[config.mk]
export PLATFORM = sky130hd
export DESIGN_NAME = mult_arbiter
export DESIGN_NICKNAME = d
export VERILOG_FILES = /design/src/rtl/mult_arbiter.sv
export SDC_FILE = /design/constraint.sdc
export NUM_CORES = 1
export LEC_CHECK = 0
export CORE_MARGIN = 10
export CORE_UTILIZATION = 23
export DETAILED_ROUTE_END_ITERATION = 8
export PLACE_DENSITY = 0.53
export SYNTH_ARGS = -nofsm -noshare
export SYNTH_HDL_FRONTEND = slang
export SYNTH_SLANG_ARGS = --single-unit
[constraint.sdc]
create_clock -name clk -period 4.2 [get_ports clk]
set_input_delay 1.26 -clock clk [delete_from_list [all_inputs] [get_ports clk]]
set_output_delay 1.26 -clock clk [all_outputs]
set_load 0.02 [all_outputs]
[src/rtl/mult_arbiter.sv]
// mult_arbiter: round-robin sharing of one sequential 8x8 multiplier among NREQ requesters
module mult_arbiter #(
    parameter int NREQ    = 4,
    parameter int TIMEOUT = 12
) (
    input  logic              clk,
    input  logic              reset_a,
    input  logic [NREQ-1:0]   req,
    input  logic [8*NREQ-1:0] a_in,
    input  logic [8*NREQ-1:0] b_in,
    output logic [NREQ-1:0]   ack,
    output logic              rsp_valid,
    output logic [2:0]        rsp_id,
    output logic [15:0]       rsp_product,
    output logic              rsp_err,
    output logic              busy,
    output logic              mult_start,
    output logic [7:0]        mult_dataa,
    output logic [7:0]        mult_datab,
    input  logic              mult_done,
    input  logic [15:0]       mult_product,
    output logic [1:0]        state_out
);
    localparam logic [1:0] IDLE = 2'd0, ISSUE = 2'd1, WAIT = 2'd2, RESP = 2'd3;

    logic [1:0]        state_q, state_d;
    logic [2:0]        rr_q, rr_d, id_q, id_d, rsp_id_q, rsp_id_d, gnt;
    logic [7:0]        dataa_q, dataa_d, datab_q, datab_d, cnt_q, cnt_d, opa, opb;
    logic [15:0]       prod_q, prod_d;
    logic              err_q, err_d;
    logic [2*NREQ-1:0] dbl;
    logic [3:0]        idx;

    // First requester at or after rr (with wrap) and its operand pair
    always_comb begin
        dbl = {req, req} >> rr_q;
        idx = '0;
        for (int k = NREQ - 1; k >= 0; k--)
            if (dbl[k]) idx = {1'b0, rr_q} + 4'(k);
        gnt = (idx >= 4'(NREQ)) ? 3'(idx - 4'(NREQ)) : idx[2:0];
        opa = '0;
        opb = '0;
        for (int j = 0; j < NREQ; j++)
            if (gnt == 3'(j)) begin
                opa = a_in[8*j +: 8];
                opb = b_in[8*j +: 8];
            end
    end

    // Sequencer: grant in IDLE, pulse start, wait for done or watchdog, respond
    always_comb begin
        state_d  = state_q;
        rr_d     = rr_q;
        id_d     = id_q;
        rsp_id_d = rsp_id_q;
        dataa_d  = dataa_q;
        datab_d  = datab_q;
        cnt_d    = cnt_q;
        prod_d   = prod_q;
        err_d    = err_q;
        case (state_q)
            IDLE: if (|req) begin
                id_d    = gnt;
                dataa_d = opa;
                datab_d = opb;
                state_d = ISSUE;
            end
            ISSUE: begin
                cnt_d   = '0;
                state_d = WAIT;
            end
            WAIT: if (mult_done || cnt_q == 8'(TIMEOUT - 1)) begin
                prod_d   = mult_done ? mult_product : 16'd0;
                err_d    = !mult_done;
                rsp_id_d = id_q;
                state_d  = RESP;
            end else begin
                cnt_d = cnt_q + 8'd1;
            end
            default: begin
                rr_d    = (id_q == 3'(NREQ - 1)) ? 3'd0 : id_q + 3'd1;
                state_d = IDLE;
            end
        endcase
    end

    // State and datapath registers, cleared asynchronously
    always_ff @(posedge clk or posedge reset_a) begin
        if (reset_a) begin
            state_q  <= IDLE;
            rr_q     <= '0;
            id_q     <= '0;
            rsp_id_q <= '0;
            dataa_q  <= '0;
            datab_q  <= '0;
            cnt_q    <= '0;
            prod_q   <= '0;
            err_q    <= 1'b0;
        end else begin
            state_q  <= state_d;
            rr_q     <= rr_d;
            id_q     <= id_d;
            rsp_id_q <= rsp_id_d;
            dataa_q  <= dataa_d;
            datab_q  <= datab_d;
            cnt_q    <= cnt_d;
            prod_q   <= prod_d;
            err_q    <= err_d;
        end
    end

    assign rsp_valid   = state_q == RESP;
    assign ack         = rsp_valid ? NREQ'(1) << id_q : '0;
    assign rsp_id      = rsp_id_q;
    assign rsp_product = prod_q;
    assign rsp_err     = err_q;
    assign busy        = state_q != IDLE;
    assign mult_start  = state_q == ISSUE;
    assign mult_dataa  = dataa_q;
    assign mult_datab  = datab_q;
    assign state_out   = state_q;
endmodule
==> run summary <==
The placement-stage cell area is 4710 µm². The effective utilization at floorplan came out at 0.234. Sorting the synthesized cells by area gives the leading types as sky130_fd_sc_hd__dfrtp_1 (40%), sky130_fd_sc_hd__a211oi_1 (7.6%), sky130_fd_sc_hd__nor3b_1 (7.4%). The run gives 4.43 ns as the required time at the worst-slack endpoint. The first routing iteration left 168 violations.

After synthesis the cells add up to 3240 µm². The number of input and output port buffers inserted was 131; the number of global-route vias before repair was 3060. For this block, the routed nets add up to 10.9 mm of wire. The first global-routing pass estimated 17.5 mm of wire. Between clock sinks in the finished design, the worst skew comes to 0.00418 ns.

The tools report the count of yosys warnings during synthesis as 0. Each instance of the synthesized netlist takes up on average 10.2 µm². STA puts the critical path data arrival time at 3.85 ns.

The tools report the startpoint type of the worst setup path as an input pin. For the initial antenna violation count, the log shows 0. Entering global routing, the biggest net connects 42 pins. The tools report the post-layout total power as 3.51 mW. For the number of instances in the synthesized netlist, the log shows 318.

The biggest area contributor in the post-synthesis netlist is sky130_fd_sc_hd__dfrtp_1. Final count of negative-setup-slack endpoints: 0. The type of the worst min-delay path is reg -> reg. The flow ran to the end, and the final reports show no timing, DRC or antenna violations. In this run the remaining antenna-violating nets after routing total 0. The most used flip-flop cell after synthesis is sky130_fd_sc_hd__dfrtp_1. The worst hold path begins at mult_dataa[4].

The global-route usage over all layers was 0.110; the proportion of total power due to net switching was 0.455. Of all nets on the critical path, the largest fanout is 17. The die covers 19200 µm². The number of hold violations in the final report was 0; the clock tree buffer depth was 2. Number of storage elements in the synthesis netlist: 52.

The most common cell after layout, fill and taps aside is sky130_fd_sc_hd__clkdlybuf4s50_1. 132 I/O pins were placed. The final clock period utilization by the worst path is 0.861.

The top cell types in the final layout, fill and taps aside, are sky130_fd_sc_hd__clkdlybuf4s50_1 (131), sky130_fd_sc_hd__dfrtp_1 (52), sky130_fd_sc_hd__a211oi_1 (33). At the pin with the least slew margin, the transition time is 1.09 ns. For this design, the slowest cell found on the critical path is sky130_fd_sc_hd__a21oi_2.

In this run the critical register-to-register path is launched from rr_q[0]. The floorplan step defined a core boundary enclosing 13800 µm². TritonCTS built the clock tree. The final weighted congestion in routability-driven placement is 0.857, and the number of inserted diodes is 0.

For the sink count of the clock tree, the log shows 52. For the total of max-cap violations, the log shows 0. For this run the aggregate overflow at the end of global routing stands at 0. The buffer and inverter count on the worst path was 1; the final instance area was 4860 µm². The root buffer cell chosen for the clock tree is sky130_fd_sc_hd__clkbuf_16. Setup repair after global routing left no endpoint under its margin. The post-CTS clock slew at the launch and capture registers of the worst setup and hold paths came out at 0.07 ns. The logs give 0.401 for the proportion of synthesized chip area in sequential cells and 50 for the number of distinct library cells after synthesis. In this run, synthesis inferred 0 flip-flops with an integrated enable. In this run, post-CTS hold repair placed 0 buffers. The run gives 43 as the number of standard-cell rows in the floorplan. The layout-stage area growth over the synthesis result came out at 50.0%.

Once the clock tree was built, the resizer swapped 0 gates to a different size. Fill cells in the final layout number 1403. The tools report the leakage power summed over all cells as 1.92 nW. The tools report the launch point of the critical path as req[0].

The fraction of power consumed by sequential logic is 0.250. Timing would allow up to 0.276 GHz. Max-slew headroom at the worst pin: 0.275. The number of remaining DRC errors was 0; the post-detailed-route via-to-cell ratio was 4.80. The floorplan step set the die width to 139 µm.

For the worst-skew pair, the clock arrives at the later sink with an insertion delay of 0.29 ns. For the maximum level of the CTS H-tree, the log shows 2. For this design the ratio of total power to cell area is 722 nW/µm².

The number of nets handed over by synthesis was 419. CTS buffer count: 5. The detailed-route wire length per cell is 17.6 µm.

The logs give 0.119 for the clock network fraction of total power and 540 for the final net count. The first TritonRoute pass finished after 4 iterations. The area share of the largest cell type after synthesis came out at 0.401. The setup path with the least slack is of type in -> reg.

In this design, the largest share of critical-path delay is due to compound AO/OA/AOI/OAI gates. Hold is met by 0.478 ns. Across the VDD grid, the largest voltage drop is 312 µV. Adding up every negative setup slack in the final design gives 0 ns.

Fraction of layout instances using a drive strength above 1: 0.0886. The proportion of synthesized flip-flops having asynchronous set or reset is 1.00, and the stage delay of the slowest cell on the critical path is 0.86 ns. The number of vias after detailed routing is 2977.

The worst setup path is captured at a flip-flop. In this run the power spent charging and discharging nets is 1.60 mW. Number of setup buffers added after CTS: 0.

The number of pins exceeding their max-slew limit in the final report is 0. The floorplan step set the die height to 139 µm. Cell internal power was estimated by the tool at 1.92 mW. Subtracting the final worst setup slack from the clock period gives 3.62 ns. Detailed placement finished with a half-perimeter wire length of 8.41 mm. The run gives 0.631 as the logic gate share of total power.

The signal on the critical path passes through clkdlybuf4s50_1 -> nor2b_1 -> mux4_2 -> nor2_1 -> o21ai_0 -> a21oi_2 -> mux2_2.
[kinds of logic (layout without fill, tap and decap cells)]
logic type               after synthesis  in the layout  share of synthesized area
AO/OA/AOI/OAI                        102            102                      0.270
buffers and inverters                 36            158                     0.0513
XOR/XNOR                               4              4                     0.0108
multiplexers                           8              8                     0.0324
adder cells (fa/ha/maj)               14             14                     0.0540
flip-flops                            52             52                      0.401
AND/OR/NAND/NOR                      102            102                      0.180
[final timing paths]
check	slack, ns	end	cells after the start
setup / recovery	0.58	id_q[2]	7
hold / removal	0.48	mult_dataa[4]	2
setup reg to reg	1.30	id_q[2]	6
hold reg to reg	0.48	mult_dataa[4]	2
max in group asynchronous	2.00	id_q[1]	3
min in group asynchronous	1.47	rsp_product[5]	2
[registers in the layout (all words and copies together), names as in the netlist]
| name | flops |
|---|---|
| mult_datab | 8 |
| rr_q | 3 |
| cnt_q | 8 |
| rsp_id | 3 |
| mult_dataa | 8 |
| id_q | 3 |
| rsp_err | 1 |
| state_out | 2 |
| rsp_product | 16 |
[stage by stage]
step / setup WS [ns] / cells / util
2_1_floorplan: 1.27 / 318 / -
3_3_place_gp: 0.283 / 612 / 0.341
3_5_place_dp: 0.239 / 612 / 0.341
4_1_cts: 0.537 / 620 / 0.352
5_1_grt: 0.290 / 620 / 0.352
6_report: 0.583 / 620 / 0.352
[tightest hold or removal path, delay by kind of cell, from the launching register on]
family,cells,cell delay (ns)
flops,1,0.34
compound gates,1,0.05
simple gates,1,0.05
[Yosys cell counts, types with 4 or more instances]
cell type and instances:
sky130_fd_sc_hd__a21oi_1 4, sky130_fd_sc_hd__a22o_1 16, sky130_fd_sc_hd__and3_1 4, sky130_fd_sc_hd__ha_1 14, sky130_fd_sc_hd__inv_1 10, sky130_fd_sc_hd__o41ai_2 8
sky130_fd_sc_hd__o22ai_1 5, sky130_fd_sc_hd__clkbuf_1 14, sky130_fd_sc_hd__nand2_1 30, sky130_fd_sc_hd__nor2_1 9, sky130_fd_sc_hd__and2_1 6, sky130_fd_sc_hd__buf_2 4
sky130_fd_sc_hd__nor3b_1 32, sky130_fd_sc_hd__o21ai_0 13, sky130_fd_sc_hd__nor2b_1 6, sky130_fd_sc_hd__o41ai_1 8, sky130_fd_sc_hd__dfrtp_1 52, sky130_fd_sc_hd__a211oi_1 33
[power by group through the flow]
stage | sequential (mW) | combinational (mW) | clock, mW
2_1_floorplan | 1.04 | 1.30 | 0
3_3_place_gp | 0.882 | 2.22 | 0
3_5_place_dp | 0.887 | 2.24 | 0
4_1_cts | 0.881 | 2.25 | 0.438
5_1_grt | 0.908 | 2.44 | 0.453
6_report | 0.878 | 2.22 | 0.418
[final cells by class]
class	instances	area [µm²]	area share
multi-input combinational	230	1770	0.365
timing repair buffer	139	1370	0.282
sequential	52	1300	0.268
tap	180	225	0.0463
clock buffer	6	139	0.0286
inverter	11	41.3	0.00849
clock inverter	2	10.0	0.00206
[metal layers]
layer / routed length, µm / vias up / GRT usage / part of all wire
met2: 5780 / 54 / 0.194 / 0.53
met4: 76 / 0 / 0.0214 / 0.0070
met5: 0 / - / 0 / 0
met1: 4560 / 1474 / 0.130 / 0.42
li1: - / 1444 / - / -
met3: 486 / 5 / 0.0308 / 0.045
Note: power is estimated with default switching activity, not from simulation.
